`src/rtl/rob_tag_scheduler.sv`:
```
// -----------------------------------------------------------------------------
// rob_tag_scheduler
//
// Reorder buffer that hands out tags at issue, collects results at writeback,
// and retires entries strictly in order toward the register file.
//
// Parameters
//   ROB_WIDTH   tag width; the buffer holds ROB_SIZE = 2**ROB_WIDTH entries
//   DATA_WIDTH  result value width
//
// Ports
//   clk_in            system clock, all state on posedge
//   rst_in            asynchronous active-high reset
//   rdy_in            global ready; low freezes all state
//   flush_in          (only with `define ROB_FLUSH_EN) discard all entries
//   issue_valid/rd    issue request and its destination register
//   issue_ready/tag   accept indication and the tag being allocated
//   rf_instr_signal   register-file retag strobe (combinational), with
//   rf_rd_id/rd_tag   the register being retagged and its new tag
//   wb_valid/tag/value  result writeback
//   rf_commit_signal  registered one-cycle commit pulse, with
//   rf_commit_tag/value the retiring tag and its result
//   count             number of occupied entries
//
// Optional feature: define ROB_FLUSH_EN to compile in the flush_in port.
// -----------------------------------------------------------------------------
module rob_tag_scheduler #(
  parameter int ROB_WIDTH  = 4,
  parameter int DATA_WIDTH = 32
) (
  input  logic                  clk_in,
  input  logic                  rst_in,
  input  logic                  rdy_in,
`ifdef ROB_FLUSH_EN
  input  logic                  flush_in,
`endif
  input  logic                  issue_valid,
  input  logic [4:0]            issue_rd,
  output logic                  issue_ready,
  output logic [ROB_WIDTH-1:0]  issue_tag,
  output logic                  rf_instr_signal,
  output logic [4:0]            rf_rd_id,
  output logic [ROB_WIDTH-1:0]  rf_rd_tag,
  input  logic                  wb_valid,
  input  logic [ROB_WIDTH-1:0]  wb_tag,
  input  logic [DATA_WIDTH-1:0] wb_value,
  output logic                  rf_commit_signal,
  output logic [ROB_WIDTH-1:0]  rf_commit_tag,
  output logic [DATA_WIDTH-1:0] rf_commit_value,
  output logic [ROB_WIDTH:0]    count
);

  localparam int ROB_SIZE = 2 ** ROB_WIDTH;

  // Entry status bits, kept as vectors so they can be cleared in one shot.
  logic [ROB_SIZE-1:0]   busy_q, busy_d;
  logic [ROB_SIZE-1:0]   ready_q, ready_d;
  logic [4:0]            rd_q    [ROB_SIZE];
  logic [DATA_WIDTH-1:0] value_q [ROB_SIZE];

  logic [ROB_WIDTH-1:0]  head_q, head_d;
  logic [ROB_WIDTH-1:0]  tail_q, tail_d;
  logic [ROB_WIDTH:0]    count_q, count_d;

  logic                  commit_sig_q;
  logic [ROB_WIDTH-1:0]  commit_tag_q;
  logic [DATA_WIDTH-1:0] commit_value_q;

  logic flush_blk;   // flush_in as seen combinationally (blocks issue)
  logic flush;       // flush that actually takes effect this edge
`ifdef ROB_FLUSH_EN
  assign flush_blk = flush_in;
  assign flush     = flush_in & rdy_in;
`else
  assign flush_blk = 1'b0;
  assign flush     = 1'b0;
`endif

  logic accept;
  logic commit;
  logic wb_hit;

  // issue_ready looks at the current count only, so a full buffer refuses
  // issue even in a cycle where the head is retiring.
  assign issue_ready = (count_q < (ROB_WIDTH+1)'(ROB_SIZE)) & rdy_in & ~flush_blk;
  assign issue_tag   = tail_q;
  assign accept      = issue_valid & issue_ready;

  assign rf_instr_signal = accept & (issue_rd != 5'd0);
  assign rf_rd_id        = issue_rd;
  assign rf_rd_tag       = tail_q;

  // Commit looks at the registered ready bit, so a writeback to the head
  // cannot retire in the same cycle it arrives.
  assign commit = rdy_in & ~flush & busy_q[head_q] & ready_q[head_q];
  assign wb_hit = rdy_in & ~flush & wb_valid & busy_q[wb_tag];

  // NOTE: every variable gets a default at the top of the block so no path
  // leaves it unassigned; that is what keeps this block free of latches.
  always_comb begin
    busy_d  = busy_q;
    ready_d = ready_q;
    head_d  = head_q;
    tail_d  = tail_q;
    count_d = count_q + (ROB_WIDTH+1)'(accept) - (ROB_WIDTH+1)'(commit);

    if (wb_hit) ready_d[wb_tag] = 1'b1;

    if (commit) begin
      busy_d[head_q]  = 1'b0;
      ready_d[head_q] = 1'b0;
      head_d          = head_q + ROB_WIDTH'(1);
    end

    // An accepted issue never targets the head slot being retired: tail
    // equals head only when the buffer is empty (no commit) or full (no issue).
    if (accept) begin
      busy_d[tail_q]  = 1'b1;
      ready_d[tail_q] = 1'b0;
      tail_d          = tail_q + ROB_WIDTH'(1);
    end

    if (flush) begin
      busy_d  = '0;
      ready_d = '0;
      head_d  = '0;
      tail_d  = '0;
      count_d = '0;
    end
  end

  // NOTE: sequential state is assigned with non-blocking (<=) so every
  // register samples the pre-edge values regardless of statement order.
  always_ff @(posedge clk_in or posedge rst_in) begin
    if (rst_in) begin
      busy_q         <= '0;
      ready_q        <= '0;
      head_q         <= '0;
      tail_q         <= '0;
      count_q        <= '0;
      commit_sig_q   <= 1'b0;
      commit_tag_q   <= '0;
      commit_value_q <= '0;
    end else if (rdy_in) begin
      busy_q       <= busy_d;
      ready_q      <= ready_d;
      head_q       <= head_d;
      tail_q       <= tail_d;
      count_q      <= count_d;
      commit_sig_q <= commit & (rd_q[head_q] != 5'd0);
      if (commit) begin
        commit_tag_q   <= head_q;
        commit_value_q <= value_q[head_q];
      end
    end else begin
      // Frozen cycle: state holds, but the commit pulse must still drop.
      commit_sig_q <= 1'b0;
    end
  end

  // NOTE: the rd/value storage is deliberately not reset; an entry's payload
  // is only ever read while its busy bit is set, and busy is reset above.
  always_ff @(posedge clk_in) begin
    if (accept) rd_q[tail_q]    <= issue_rd;
    if (wb_hit) value_q[wb_tag] <= wb_value;
  end

  assign rf_commit_signal = commit_sig_q;
  assign rf_commit_tag    = commit_tag_q;
  assign rf_commit_value  = commit_value_q;
  assign count            = count_q;

endmodule

```
`config.mk`:
```
export PLATFORM = sky130hd
export DESIGN_NAME = rob_tag_scheduler
export DESIGN_NICKNAME = d
export VERILOG_FILES = /design/src/rtl/rob_tag_scheduler.sv
export SDC_FILE = /design/constraint.sdc
export NUM_CORES = 1
export LEC_CHECK = 0
export BUFFER_PORTS_ARGS = -buffer_cell sky130_fd_sc_hd__buf_2
export CAP_MARGIN = 20
export CORE_UTILIZATION = 30
export CTS_CLUSTER_DIAMETER = 30
export DETAILED_ROUTE_END_ITERATION = 10
export GPL_ROUTABILITY_DRIVEN = 0
export MAX_ROUTING_LAYER = met4
export PLACE_DENSITY = 0.45
export SLEW_MARGIN = 20
export SYNTH_ARGS = -nofsm -noshare
export SYNTH_HDL_FRONTEND = slang
export SYNTH_SLANG_ARGS = --single-unit
```
`constraint.sdc`:
```
create_clock -name clk_in -period 3.8 [get_ports clk_in]
set_input_delay 0.76 -clock clk_in [delete_from_list [all_inputs] [get_ports clk_in]]
set_output_delay 0.76 -clock clk_in [all_outputs]
set_load 0.01 [all_outputs]
```
==> results.toml <==
[clocking]
ctsHoldBuffers = 0
cts_sinks = 674
clkLatencyLatePin_ns = 0.75
clock_tree.buffer_depth = 3
cts_tree = "built"
numCtsBuffers = 155
cts_setup_buffers = 0
clkTransAtPathRegs_ns = 0.04
cts_resized = 0
root_buffer = "clkbuf_16"
cts_max_level = 4

[grt]
grt_pass1_wl_mm = 97.8
overflow = 0
grt_start_max_net_pins = 112
track_usage = 0.158
grt_pass1_vias = 14174
antenna_found_initial = 5

[placed_design]
port_buffers = 102
place_hpwl_mm = 36.9

[timing]
max_slew_margin = 0.322
worst_pin_slew_ns = 1.02
setup_tns_ns = 0
fin_worst_skew_ns = 0.0878
finalCriticalPeriod_ns = 3.53
period_share = 0.928
timing.fmax_mhz = 284
finalHoldViolCount = 0
rsz0062_at_grt = "no"
setup_viol = 0
slew_violations = 0

[synth]
synth_compound_gate_area_share = 0.0192
netlist_top_cells_area = "edfxtp_1 (68%), mux4_2 (14%), dfrtp_1 (7.9%)"
synth-main-ff-cell = "edfxtp_1"
ys_ff_latch = 674
synth-edff-count = 592
synth.top_cell.area_share = 0.681
syn_nets = 1234
yosys_warnings = 0
synth_cells = 1174
synthXorXnorAreaFrac = 0.00302
async_flop_share = 0.122
syn_area_per_cell_um2 = 22.2
synth_top_area_cell = "edfxtp_1"
ys_seq_area_frac = 0.759
synth-simple-area-share = 0.0255
synthAdderAreaFrac = 0.00700
syn_area_um2 = 26100
synth_top_family_by_area = "multiplexers"
muxShareOfSynthArea = 0.168
synth.distinct_cells = 49

[power]
vdd_drop_max_mv = 0.534
p_leak_nw = 11.6
power_mw = 26.2
pwr_density_cell_nw_per_um2 = 772

[worst_setup_path]
reg2reg_depth = 14
crit_chain = "mux4_1 -> a22oi_2 -> o31ai_4 -> o2111ai_4 -> inv_1 -> ha_1 -> inv_1 -> ha_1 -> fa_1 -> a21o_1 -> a21oi_1 -> xnor2_1 -> nand2_1 -> xnor2_1"
crit_family = "compound AO/OA/AOI/OAI gates"
ff2ff_setup_slack_ns = 0.27
crit_path_end_kind = "flop"
cp.required_ns = 4.41
cp.depth = 14
cp-start-kind = "flop"
slowest_delay_ns = 0.62
worst-path-buf-inv = 2
crit_slowest_cell = "mux4_1"
crit_fanout = 10
worst-endpoint-arrival_ns = 4.14
crit_type = "reg2reg"

[detailed_routing]
route.detailed.drc = 0
wl_mm = 66.2
wl_per_cell_um = 24.5
drt-pass1-iter-count = 5
drtIter0Drc = 943
via_per_inst = 4.76
antenna_left = 0
vias = 12852

[job]
drv_cap = 0

[hold_path]
hp-class = "in2async"

[die]
fp.dieH_um = 297
initial_utilization = 0.305
dieArea_um2 = 88200
die_w_um = 297
boundaryPins = 103
num_rows = 107
core-area_um2 = 85700

[status]
status = "complete, no violations"

[layout]
layout-drive-gt1-share = 0.410
syn_to_final_growth_pct = 30.0
layout.nets = 1481
final.fill_count = 7740
==> kinds of logic (layout without fill, tap and decap cells) <==
family	count (synthesis)	in the layout
flops	674	674
mux	213	213
simple gates	135	135
buf+inv	74	452
compound gates	55	55
fa+ha+maj	14	14
xor+xnor	9	9
other cells	0	5
==> worst paths after layout <==
kind | startpoint | end
setup / recovery | head_q[0] | count[4]
hold / removal | rst_in | rf_commit_value[24]
setup reg to reg | head_q[0] | count[4]
hold reg to reg | rf_commit_tag[1] | rf_commit_tag[1]
max in group asynchronous | rst_in | rf_commit_tag[2]
min in group clk_in | wb_value[25] | value_q[15][25]
==> where the power goes <==
group | switching (mW) | internal (mW)
combinational | 1.89 | 1.96
clock | 4.42 | 9.17
sequential | 0.300 | 8.46
total | 6.61 | 19.6
==> placed cells by master (no fill, tap or decap), drive strengths merged, types with 13 or more instances in the layout <==
cell type  instances
a21o              18
buf              150
bufinv            22
clkbuf           187
clkinv            62
clkinvlp          16
dfrtp             82
edfxtp           592
ha                13
inv               15
mux2              42
mux4             171
nand2             17
nand3             22
nor2              52
o221a             16
==> flip-flops by register name, indices dropped and copies added (netlist names) <==
name / flops
count: 5
head_q: 4
rd_q: 80
issue_tag: 4
rf_commit_tag: 4
ready_q: 16
value_q: 512
rf_commit_signal: 1
busy_q: 16
rf_commit_value: 32
==> through the flow <==
| step | area, um^2 | worst slack (ns) | std cells | utilization | hold WS [ns] |
|---|---|---|---|---|---|
| global route | 33900 | 0.0552 | 2701 | 0.396 | 0.199 |
| detailed placement | 28400 | 0.235 | 2408 | 0.331 | 0.481 |
| CTS | 33900 | 0.264 | 2696 | 0.396 | 0.151 |
| finish | 33900 | 0.273 | 2701 | 0.396 | 0.161 |
| global placement | 28400 | 0.236 | 2408 | 0.331 | 0.476 |
| floorplan | 26100 | 0.210 | 1174 | - | 0.458 |
==> cell type report <==
type,instances,area (um^2),area share
Tap cell,1144,1430,0.0422
Multi-Input combinational cell,426,5940,0.175
Timing Repair Buffer,150,1130,0.0334
Clock buffer,187,4040,0.119
Sequential cell,674,19800,0.585
Clock inverter,101,1480,0.0437
Inverter,14,55.1,0.00162
Antenna cell,5,12.5,0.000369
==> synth_stat cells (2+ instances only) <==
cell and n:
o221a_2 16, nand3b_1 6, a21oi_1 5, nor3_1 8
buf_1 7, nor2_1 52, nor4b_1 4, nand2_1 17
buf_6 15, a21o_1 18, nand3_1 22, mux2_2 37
a221o_1 2, dfrtp_1 82, nor2b_1 2, inv_1 13
buf_4 9, nor4_1 8, nand4_1 2, nand2b_1 2
or3b_2 2, buf_12 2, mux2_1 5, xnor2_1 8
mux4_1 14, mux4_2 157, nor3b_1 2, or4_1 5
ha_1 13, o21ai_0 2, buf_2 7, clkbuf_1 19
edfxtp_1 592, a221oi_1 3, o311ai_0 2
==> metal layers <==
layer / part of all wire / global-route usage / wire length [um]
met4: 0.017 / 0.0547 / 1120
met1: 0.43 / 0.196 / 28600
met2: 0.50 / 0.252 / 32900
met5: 0 / - / 0
met3: 0.054 / 0.0391 / 3540
Note: power is estimated with default switching activity, not from simulation.
